`config.mk`:
```
export PLATFORM = sky130hd
export DESIGN_NAME = sync_timing_meter
export DESIGN_NICKNAME = d
export VERILOG_FILES = /design/src/rtl/sync_meter_pkg.sv /design/src/rtl/sync_edge_sync.sv /design/src/rtl/sync_timing_meter.sv
export SDC_FILE = /design/constraint.sdc
export NUM_CORES = 1
export LEC_CHECK = 0
export BUFFER_PORTS_ARGS = -buffer_cell sky130_fd_sc_hd__buf_2
export CORE_MARGIN = 10
export CORE_UTILIZATION = 55
export CTS_BUF_LIST = sky130_fd_sc_hd__clkbuf_8 sky130_fd_sc_hd__clkbuf_16
export CTS_CLUSTER_SIZE = 40
export DETAILED_ROUTE_END_ITERATION = 8
export PLACE_DENSITY_LB_ADDON = 0.12
export SKIP_CTS_REPAIR_TIMING = 1
export SLEW_MARGIN = 10
export SYNTH_ARGS = -nofsm -noshare
export SYNTH_HDL_FRONTEND = slang
export SYNTH_SLANG_ARGS = --single-unit
```
`constraint.sdc`:
```
create_clock -name clk_50mhz_in -period 3.45 [get_ports clk_50mhz_in]
set_input_delay 0.345 -clock clk_50mhz_in [delete_from_list [all_inputs] [get_ports clk_50mhz_in]]
set_output_delay 0.345 -clock clk_50mhz_in [all_outputs]
set_load 0.005 [all_outputs]
```
`src/rtl/sync_meter_pkg.sv`:
```
// Shared types and widths for the sync timing meter and its classifier.
package sync_meter_pkg;

  typedef enum logic [1:0] {
    SEARCH,
    MEASURE,
    LOCKED
  } meter_state_e;

  localparam int unsigned HCNT_W = 16;
  localparam int unsigned LCNT_W = 11;
  localparam int unsigned FCNT_W = 23;
  localparam int unsigned TCNT_W = 23;

  localparam logic [HCNT_W-1:0] HCNT_MAX = '1;
  localparam logic [LCNT_W-1:0] LCNT_MAX = '1;
  localparam logic [FCNT_W-1:0] FCNT_MAX = '1;

  function automatic logic [FCNT_W-1:0] abs_diff(input logic [FCNT_W-1:0] a,
                                                 input logic [FCNT_W-1:0] b);
    return (a > b) ? a - b : b - a;
  endfunction

endpackage

```
`src/rtl/sync_edge_sync.sv`:
```
// 2-FF synchroniser plus falling-edge detector for an active-low sync wire.
// The fall pulse is registered, three clocks after the pin edge.
module sync_edge_sync (
  input  logic clk,
  input  logic reset,
  input  logic sync_in_x,
  output logic fall
);

  logic [2:0] sr;

  always_ff @(posedge clk) begin
    if (reset) begin
      sr   <= '1;
      fall <= 1'b0;
    end else begin
      sr   <= {sr[1:0], sync_in_x};
      fall <= sr[2] & ~sr[1];
    end
  end

endmodule

```
`src/rtl/sync_timing_meter.sv`:
```
// Measures line period, lines per field and interlace from active-low syncs.
// Define SYNC_TIMING_METER_FIELD_PERIOD_EN to add the field_period output.
module sync_timing_meter
  import sync_meter_pkg::*;
#(
  parameter int unsigned TOLERANCE     = 8,
  parameter int unsigned STABLE_FIELDS = 4,
  parameter int unsigned LINE_SAMPLE   = 32,
  parameter int unsigned HSYNC_TIMEOUT = 6250,
  parameter int unsigned VSYNC_TIMEOUT = 2500000
) (
  input  logic              clk_50mhz_in,
  input  logic              reset,
  input  logic              vsync_in_x,
  input  logic              hsync_in_x,
  output logic [HCNT_W-1:0] line_period,
  output logic [LCNT_W-1:0] field_lines,
  output logic              interlaced,
  output logic              locked,
  output logic              update
`ifdef SYNC_TIMING_METER_FIELD_PERIOD_EN
  ,
  output logic [FCNT_W-1:0] field_period
`endif
);

  localparam int unsigned       FOK_W    = $clog2(STABLE_FIELDS + 1);
  localparam logic [FOK_W-1:0]  FOK_LAST = FOK_W'(STABLE_FIELDS - 1);
  localparam logic [FOK_W-1:0]  FOK_MAX  = FOK_W'(STABLE_FIELDS);
  localparam logic [TCNT_W-1:0] H_LIM    = TCNT_W'(HSYNC_TIMEOUT);
  localparam logic [TCNT_W-1:0] V_LIM    = TCNT_W'(VSYNC_TIMEOUT);
  localparam logic [LCNT_W-1:0] L_SAMPLE = LCNT_W'(LINE_SAMPLE);
  localparam logic [FCNT_W-1:0] P_TOL    = FCNT_W'(TOLERANCE);

  logic              h_edge, v_edge;
  logic [HCNT_W-1:0] hcnt, p_cur, p_prev;
  logic [LCNT_W-1:0] lcnt, l_prev, l_prev2;
  logic [TCNT_W-1:0] htcnt, vtcnt;
  logic [FOK_W-1:0]  fields_ok;
  logic              p_cap, pair_prev, pair_now, f_close, field_ok;
  logic              timeout, eval, clear_hist;
  meter_state_e      state, state_nx;

  sync_edge_sync u_hsync (.clk(clk_50mhz_in), .reset(reset), .sync_in_x(hsync_in_x), .fall(h_edge));
  sync_edge_sync u_vsync (.clk(clk_50mhz_in), .reset(reset), .sync_in_x(vsync_in_x), .fall(v_edge));

  // hcnt restarts at 1: the edge cycle is the first clock of the new line,
  // so the captured value equals the full edge-to-edge period.
  always_ff @(posedge clk_50mhz_in) begin
    if (reset) begin
      hcnt  <= '0;
      lcnt  <= '0;
      htcnt <= '0;
      vtcnt <= '0;
    end else begin
      if (h_edge) hcnt <= HCNT_W'(1);
      else if (hcnt != HCNT_MAX) hcnt <= hcnt + 1'b1;
      if (v_edge) lcnt <= h_edge ? LCNT_W'(1) : '0;
      else if (h_edge && lcnt != LCNT_MAX) lcnt <= lcnt + 1'b1;
      if (h_edge) htcnt <= '0;
      else if (htcnt != H_LIM) htcnt <= htcnt + 1'b1;
      if (v_edge) vtcnt <= '0;
      else if (vtcnt != V_LIM) vtcnt <= vtcnt + 1'b1;
    end
  end

  assign timeout = (htcnt == H_LIM) || (vtcnt == V_LIM);

`ifdef SYNC_TIMING_METER_FIELD_PERIOD_EN
  logic [FCNT_W-1:0] fcnt, f_prev;

  always_ff @(posedge clk_50mhz_in) begin
    if (reset) fcnt <= '0;
    else if (v_edge) fcnt <= FCNT_W'(1);
    else if (fcnt != FCNT_MAX) fcnt <= fcnt + 1'b1;
  end

  assign f_close = abs_diff(fcnt, f_prev) <= FCNT_W'(TOLERANCE * 16);
`else
  assign f_close = 1'b1;
`endif

  assign pair_now = (lcnt == l_prev + 1'b1) || (l_prev == lcnt + 1'b1);
  assign field_ok = p_cap && f_close
                 && (abs_diff(FCNT_W'(p_cur), FCNT_W'(p_prev)) <= P_TOL)
                 && ((lcnt == l_prev) || (lcnt == l_prev2));

  always_ff @(posedge clk_50mhz_in) begin
    if (reset) state <= SEARCH;
    else       state <= state_nx;
  end

  always_comb begin
    state_nx   = state;
    eval       = 1'b0;
    clear_hist = 1'b0;
    if (timeout) begin
      state_nx   = SEARCH;
      clear_hist = 1'b1;
    end else if (v_edge) begin
      unique case (state)
        SEARCH:  state_nx = MEASURE;
        MEASURE: begin
          eval = 1'b1;
          if (field_ok && fields_ok == FOK_LAST) state_nx = LOCKED;
        end
        LOCKED: begin
          eval = 1'b1;
          if (!field_ok) state_nx = MEASURE;
        end
        default: state_nx = SEARCH;
      endcase
    end
  end

  always_ff @(posedge clk_50mhz_in) begin
    if (reset || clear_hist) begin
      p_cur     <= '0;
      p_prev    <= '0;
      l_prev    <= '0;
      l_prev2   <= '0;
      p_cap     <= 1'b0;
      pair_prev <= 1'b0;
      fields_ok <= '0;
`ifdef SYNC_TIMING_METER_FIELD_PERIOD_EN
      f_prev    <= '0;
`endif
    end else begin
      // vsync wins over a coincident hsync, so no capture on that cycle
      if (v_edge) p_cap <= 1'b0;
      else if (h_edge && lcnt == L_SAMPLE) begin
        p_cur <= hcnt;
        p_cap <= 1'b1;
      end
      if (v_edge && state == SEARCH) fields_ok <= '0;
      if (eval) begin
        p_prev    <= p_cur;
        l_prev    <= lcnt;
        l_prev2   <= l_prev;
        pair_prev <= pair_now;
        if (!field_ok) fields_ok <= '0;
        else if (fields_ok != FOK_MAX) fields_ok <= fields_ok + 1'b1;
`ifdef SYNC_TIMING_METER_FIELD_PERIOD_EN
        f_prev    <= fcnt;
`endif
      end
    end
  end

  always_ff @(posedge clk_50mhz_in) begin
    if (reset) begin
      line_period  <= '0;
      field_lines  <= '0;
      interlaced   <= 1'b0;
      update       <= 1'b0;
`ifdef SYNC_TIMING_METER_FIELD_PERIOD_EN
      field_period <= '0;
`endif
    end else begin
      update <= eval;
      if (eval) begin
        line_period  <= p_cur;
        field_lines  <= lcnt;
        interlaced   <= pair_now && pair_prev;
`ifdef SYNC_TIMING_METER_FIELD_PERIOD_EN
        field_period <= fcnt;
`endif
      end
    end
  end

  assign locked = (state == LOCKED);

endmodule
```
After elaboration in Yosys (flattened, before gate mapping)
Index checks and enable logic that the tools add are counted.
Widths: inputs -> output; s select.

word-level totals
  register bits after elaboration = 171
  bits of input ports = 4
  output and inout bits = 30
  word-level logic and storage cells = 91

cells by class
  add/sub/neg operators = 8
  order comparisons = 2
  equality and inequality tests = 17
  muxes and demuxes = 17
  bitwise gates (word level) = 5
  reductions and logical operators = 21

operator list
  cell                   number
  $add 23x1->23 const B  2
  $eq 11x11->1           4
  $sub 16x16->17         2
  $eq 23x13->1 const B   1
  $eq 23x22->1 const B   1
  $le 23x4->1 const B    1
  $mux 23                1
  $ne 23x13->1 const B   1
  $ne 23x22->1 const B   1
  $add 11x1->11 const B  2
  $mux 11                2
  $add 16x1->16 const B  1
  $gt 16x16->1           1
  $ne 16x16->1 const B   1
  $mux 3                 4
  $eq 11x6->1 const B    1
  $ne 11x11->1 const B   1
  $reduce_or 2->1        5
  $logic_and 1x1->1      7
  $mux 1                 7
  $pmux 2 s3             1
  $logic_or 1x1->1       4
  $mux 2                 2
  $ne 2x2->1 const B     2
  11 further kinds       15

Longest topological paths before layout
  depth in word-level cells = 8
  depth in mapped cells = 13
  depth with buffers taken out = 12

By module
From an unflattened synthesis, not the netlist that was laid out.

second synthesis, totals
  cell total of the unflattened synthesis = 1,175
  area, all modules = 9,248.9 µm²

by module, submodules not included
  module             instances  cells an instance  area each (µm²)  sequential area each (µm²)
  sync_timing_meter  1          1,159              9,036.2          3,263.1
  sync_edge_sync     2          8                  106.4            80.1

Worst setup path after synthesis
Ideal clock, no wire load.

  kind = reg2reg
  start point = register p_cur[6]
  end point = register state[0]
  library setup time = 0.086 ns
  arrival time = 3.014 ns
  data required time = 3.364 ns
  setup slack = 0.351 ns
  stages on the path, launching flop included = 14
  path buffers = 1
  clock period less this slack = 3.099 ns
  cell sequence = dfxtp_1 inv_1 ha_1 buf_6 a21o_1 a31oi_1 o211ai_1 o211ai_2 mux2_2 xnor2_1 o311ai_2 nor4b_4 a211oi_1 a211oi_1

between the ends
  longest elaborated chain between the ends = 8
  elaborated cells on any way between the ends = 11
  those cells by class = 2 x add/sub; 2 x order compare; 2 x eq/ne; 1 x mux; 4 x reduce/logical

RTL lines
  what                                            RTL line                  RTL
  from (decl)                                     sync_timing_meter.sv:36   logic [HCNT_W-1:0] hcnt, p_cur, p_prev;
  from (signal assigned)                          sync_timing_meter.sv:132  p_cur <= hcnt;
  $sub 16x16->17 or $gt 16x16->1 (tied branches)  sync_meter_pkg.sv:21      return (a > b) ? a - b : b - a;
  $mux 23 *                                       sync_meter_pkg.sv:21
  $le 23x4->1 *                                   sync_timing_meter.sv:85   && (abs_diff(FCNT_W'(p_cur), FCNT_W'(p_prev)) <= P_TOL)
  $logic_and 1x1->1 *                             sync_timing_meter.sv:85
  $logic_and 1x1->1 *                             sync_timing_meter.sv:86   && ((lcnt == l_prev) || (lcnt == l_prev2));
  $logic_and 1x1->1                               sync_timing_meter.sv:105  if (field_ok && fields_ok == FOK_LAST) state_nx = LOCKED;
  $ne 2x2->1 (no line)                            --
  $reduce_and 3->1 (no line) *                    --
  to (signal assigned)                            sync_timing_meter.sv:90   else state <= state_nx;
  to (decl)                                       sync_timing_meter.sv:42   meter_state_e state, state_nx;

Mark *: on every way between the ends. The rest lies on a longest branch, timed or not.
A chain may end at the register's enable or synchronous reset.

Final worst setup path
  start point = register p_cur[8]
  end point = register state[0]

Same word-level chain as after synthesis.

==> results.py <==
metrics = {
    "run_status": {
        "outcome": "finished, final reports clean",
    },
    "route": {
        "first_pass_iters": 7,
        "wl_met1_um": 10700,
        "vias_per_cell": 5.57,
        "dr_wl_met3_um": 845,
        "route.met2.wl_um": 9410,
        "wl_per_cell_um": 15.1,
        "drt.antenna.violating_nets": 0,
        "via_count": 7797,
        "wirelength_um": 21200,
        "drc": 0,
        "initialDrtViolationCount": 547,
        "top_layer": "met4",
    },
    "logic_synthesis": {
        "synthTopCellsByArea": "dfxtp_1, nand2_1, ha_1, a21oi_1, xnor2_1",
        "synth_seq_cells": 171,
        "synth_edf_count": 0,
        "yosysTopAreaCell": "dfxtp_1",
        "yosys_most_used_dff": "dfxtp_1",
        "syn_inst": 1161,
        "syn_avg_cell_area_um2": 8.00,
        "ys_warn_count": 0,
        "syn_nets": 1212,
        "ys_types": 72,
        "netlist_area_um2": 9290,
        "yosysTopAreaCellShare_pct": 36.8,
        "async_flop_share_pct": 0,
        "ys_seq_area_share_pct": 36.8,
    },
    "placed_design": {
        "dp_hpwl_um": 14700,
        "pre_cts_ws_ns": 0.145,
        "port_buffers": 33,
        "placed_area_um2": 9610,
        "gp_congestion": 0.935,
    },
    "worst_setup_path": {
        "crit_path_max_incr_delay_ns": 0.47,
        "cpLargestDelayFamily": "compound AO/OA/AOI/OAI gates",
        "crit_chain": "inv_1 > ha_2 > a21o_1 > a31oi_1 > o211ai_1 > o211a_2 > a2111oi_4 > or4b_1 > o311ai_1 > nor4b_4 > buf_4 > a211oi_1",
        "cp_num_buf_inv": 2,
        "endpoint_kind": "flop",
        "crit_path_start_kind": "flop",
        "worst-path-max-fanout": 9,
        "cp.arrival_ns": 3.56,
        "crit_type": "flop to flop",
        "cp_slowest_cell": "or4b_1",
        "cp.required_ns": 3.76,
    },
    "pwr": {
        "ir_drop_v": 0.000364,
        "p_sw_share_pct": 22.3,
        "power.leakage_nw": 3.95,
        "pwr-share-comb_pct": 2.1,
        "intPower_w": 0.00312,
        "seqPwrFrac_pct": 49.7,
        "powerDensity_nw_per_um2": 391,
        "p_sw_w": 0.000899,
        "pwr-share-clk_pct": 48.1,
    },
    "sta": {
        "min_period_ns": 3.25,
        "setup-violations-final": 0,
        "relSlewSlack_pct": 46.9,
        "rsz0062_at_grt": "no",
        "fin_setup_tns_ns": 0,
        "slew_viol_final": 0,
        "hold_violations": 0,
        "max_clock_freq_mhz": 307,
        "holdWs_ns": 0.0917,
        "post-route-period-util_pct": 94.3,
        "setup_ws_ns": 0.196,
        "tightest_slew_ns": 0.797,
        "final.setup_skew_ns": 0.00973,
    },
    "final_layout": {
        "layout_common_cells": "dfxtp_1, nand2_1, nor2_1",
        "layout.nets": 1219,
        "final_layout_size_suffix_gt1_share_pct": 10.8,
        "syn2layout_area_growth_pct": 10.7,
        "antenna_cells": 0,
        "layout_commonest_cell": "dfxtp_1",
        "postLayoutCellArea_um2": 10300,
    },
    "floorplan": {
        "dieHeight_um": 150,
        "dieWidth_um": 150,
        "start_util_pct": 56.0,
        "ioPinCount": 34,
        "rows": 47,
        "dieArea_um2": 22500,
        "core-area_um2": 16600,
    },
    "cts": {
        "cts.htree.levels": 4,
        "cts.clk_slew.worst_paths_ns": 0.07,
        "cts_buffers": 17,
        "cts-root-buf": "clkbuf_16",
        "clk_path_buf_depth": 2,
        "cts_tree": "built",
        "clock-sinks": 171,
        "clock_latency_ns": 0.43,
    },
    "hold_path": {
        "hold_class": "input pin to flop",
    },
    "global_routing": {
        "grt_antenna_before_repair": 0,
        "overflow": 0,
        "grt_max_degree": 62,
        "grtUsageTotal_pct": 19.0,
        "grt_pass1_vias": 7114,
        "grt_pass1_wl_um": 35400,
    },
    "run": {
        "cap_violations": 0,
    },
}
[cell usage after synthesis (all sizes together) (3+ instances only)]
library cell / n
dfxtp: 171
nand2: 162
nor2: 121
a21oi: 111
inv: 56
xnor2: 53
xor2: 50
ha: 47
clkbuf: 45
nand3: 43
nor3: 30
and3: 29
mux2i: 22
o21ai: 21
nand4: 20
buf: 17
a21o: 14
nor2b: 13
or2: 11
or3: 11
nor4: 10
a211oi: 9
o21a: 9
and2: 8
a31oi: 7
nand2b: 7
nor4b: 6
o211ai: 5
o31ai: 4
a22oi: 3
a41oi: 3
and4: 3
nor3b: 3
o21bai: 3
[cell families after synthesis]
family | share of synthesized area [%]
fa+ha+maj | 6.33
compound gates | 14.3
mux | 2.49
flops | 36.8
buf+inv | 5.20
xor+xnor | 9.71
simple gates | 25.2
[metrics by stage]
step	instances	total power, W	utilization (%)
after floorplan	1161	0.00211	-
final	1400	0.00402	62.0
after CTS	1399	0.00406	61.5
after detailed placement	1368	0.00213	58.0
after global placement	1368	0.00213	58.0
after global routing	1400	0.00417	62.0
[power groups by stage]
stage	Sequential (W)	Combinational, W	Clock [W]
5_1_grt	0.00200	0.0000969	0.00207
3_3_place_gp	0.00205	0.0000835	0
3_5_place_dp	0.00205	0.0000849	0
2_1_floorplan	0.00204	0.0000662	0
4_1_cts	0.00200	0.0000860	0.00198
6_report	0.00200	0.0000850	0.00194
[per-layer routing]
metal	up-vias	global-route usage [%]
met3	17	3.65
met4	0	4.57
met5	-	0
li1	3980	-
met1	3639	26.9
met2	161	29.2
[final timing paths]
check	from	end	slack [ns]	depth (start not counted)
setup / recovery	p_cur[8]	state[0]	0.20	12
hold / removal	vsync_in_x	u_vsync.sr[0]	0.09	2
setup reg to reg	p_cur[8]	state[0]	0.20	12
hold reg to reg	u_hsync.sr[0]	u_hsync.sr[1]	0.41	1
[registers in the layout, indices dropped and copies added (netlist names)]
register and flops:
field_lines 11, fields_ok 3, hcnt 16, htcnt 23
interlaced 1, l_prev 11, l_prev2 11, lcnt 11
line_period 16, p_cap 1, p_cur 16, p_prev 16
pair_prev 1, state 2, u_hsync.fall 1, u_hsync.sr 3
u_vsync.fall 1, u_vsync.sr 3, update 1, vtcnt 23
[cell type report]
| cell class | instances | area [um2] |
|---|---|---|
| Fill cell | 1517 | 6300 |
| Multi-Input combinational cell | 872 | 5460 |
| Sequential cell | 171 | 3420 |
| Clock buffer | 19 | 453 |
| Timing Repair Buffer | 50 | 318 |
| Tap cell | 220 | 275 |
| Inverter | 56 | 210 |
| Clock inverter | 12 | 139 |
(Power assumes the default switching activity.)
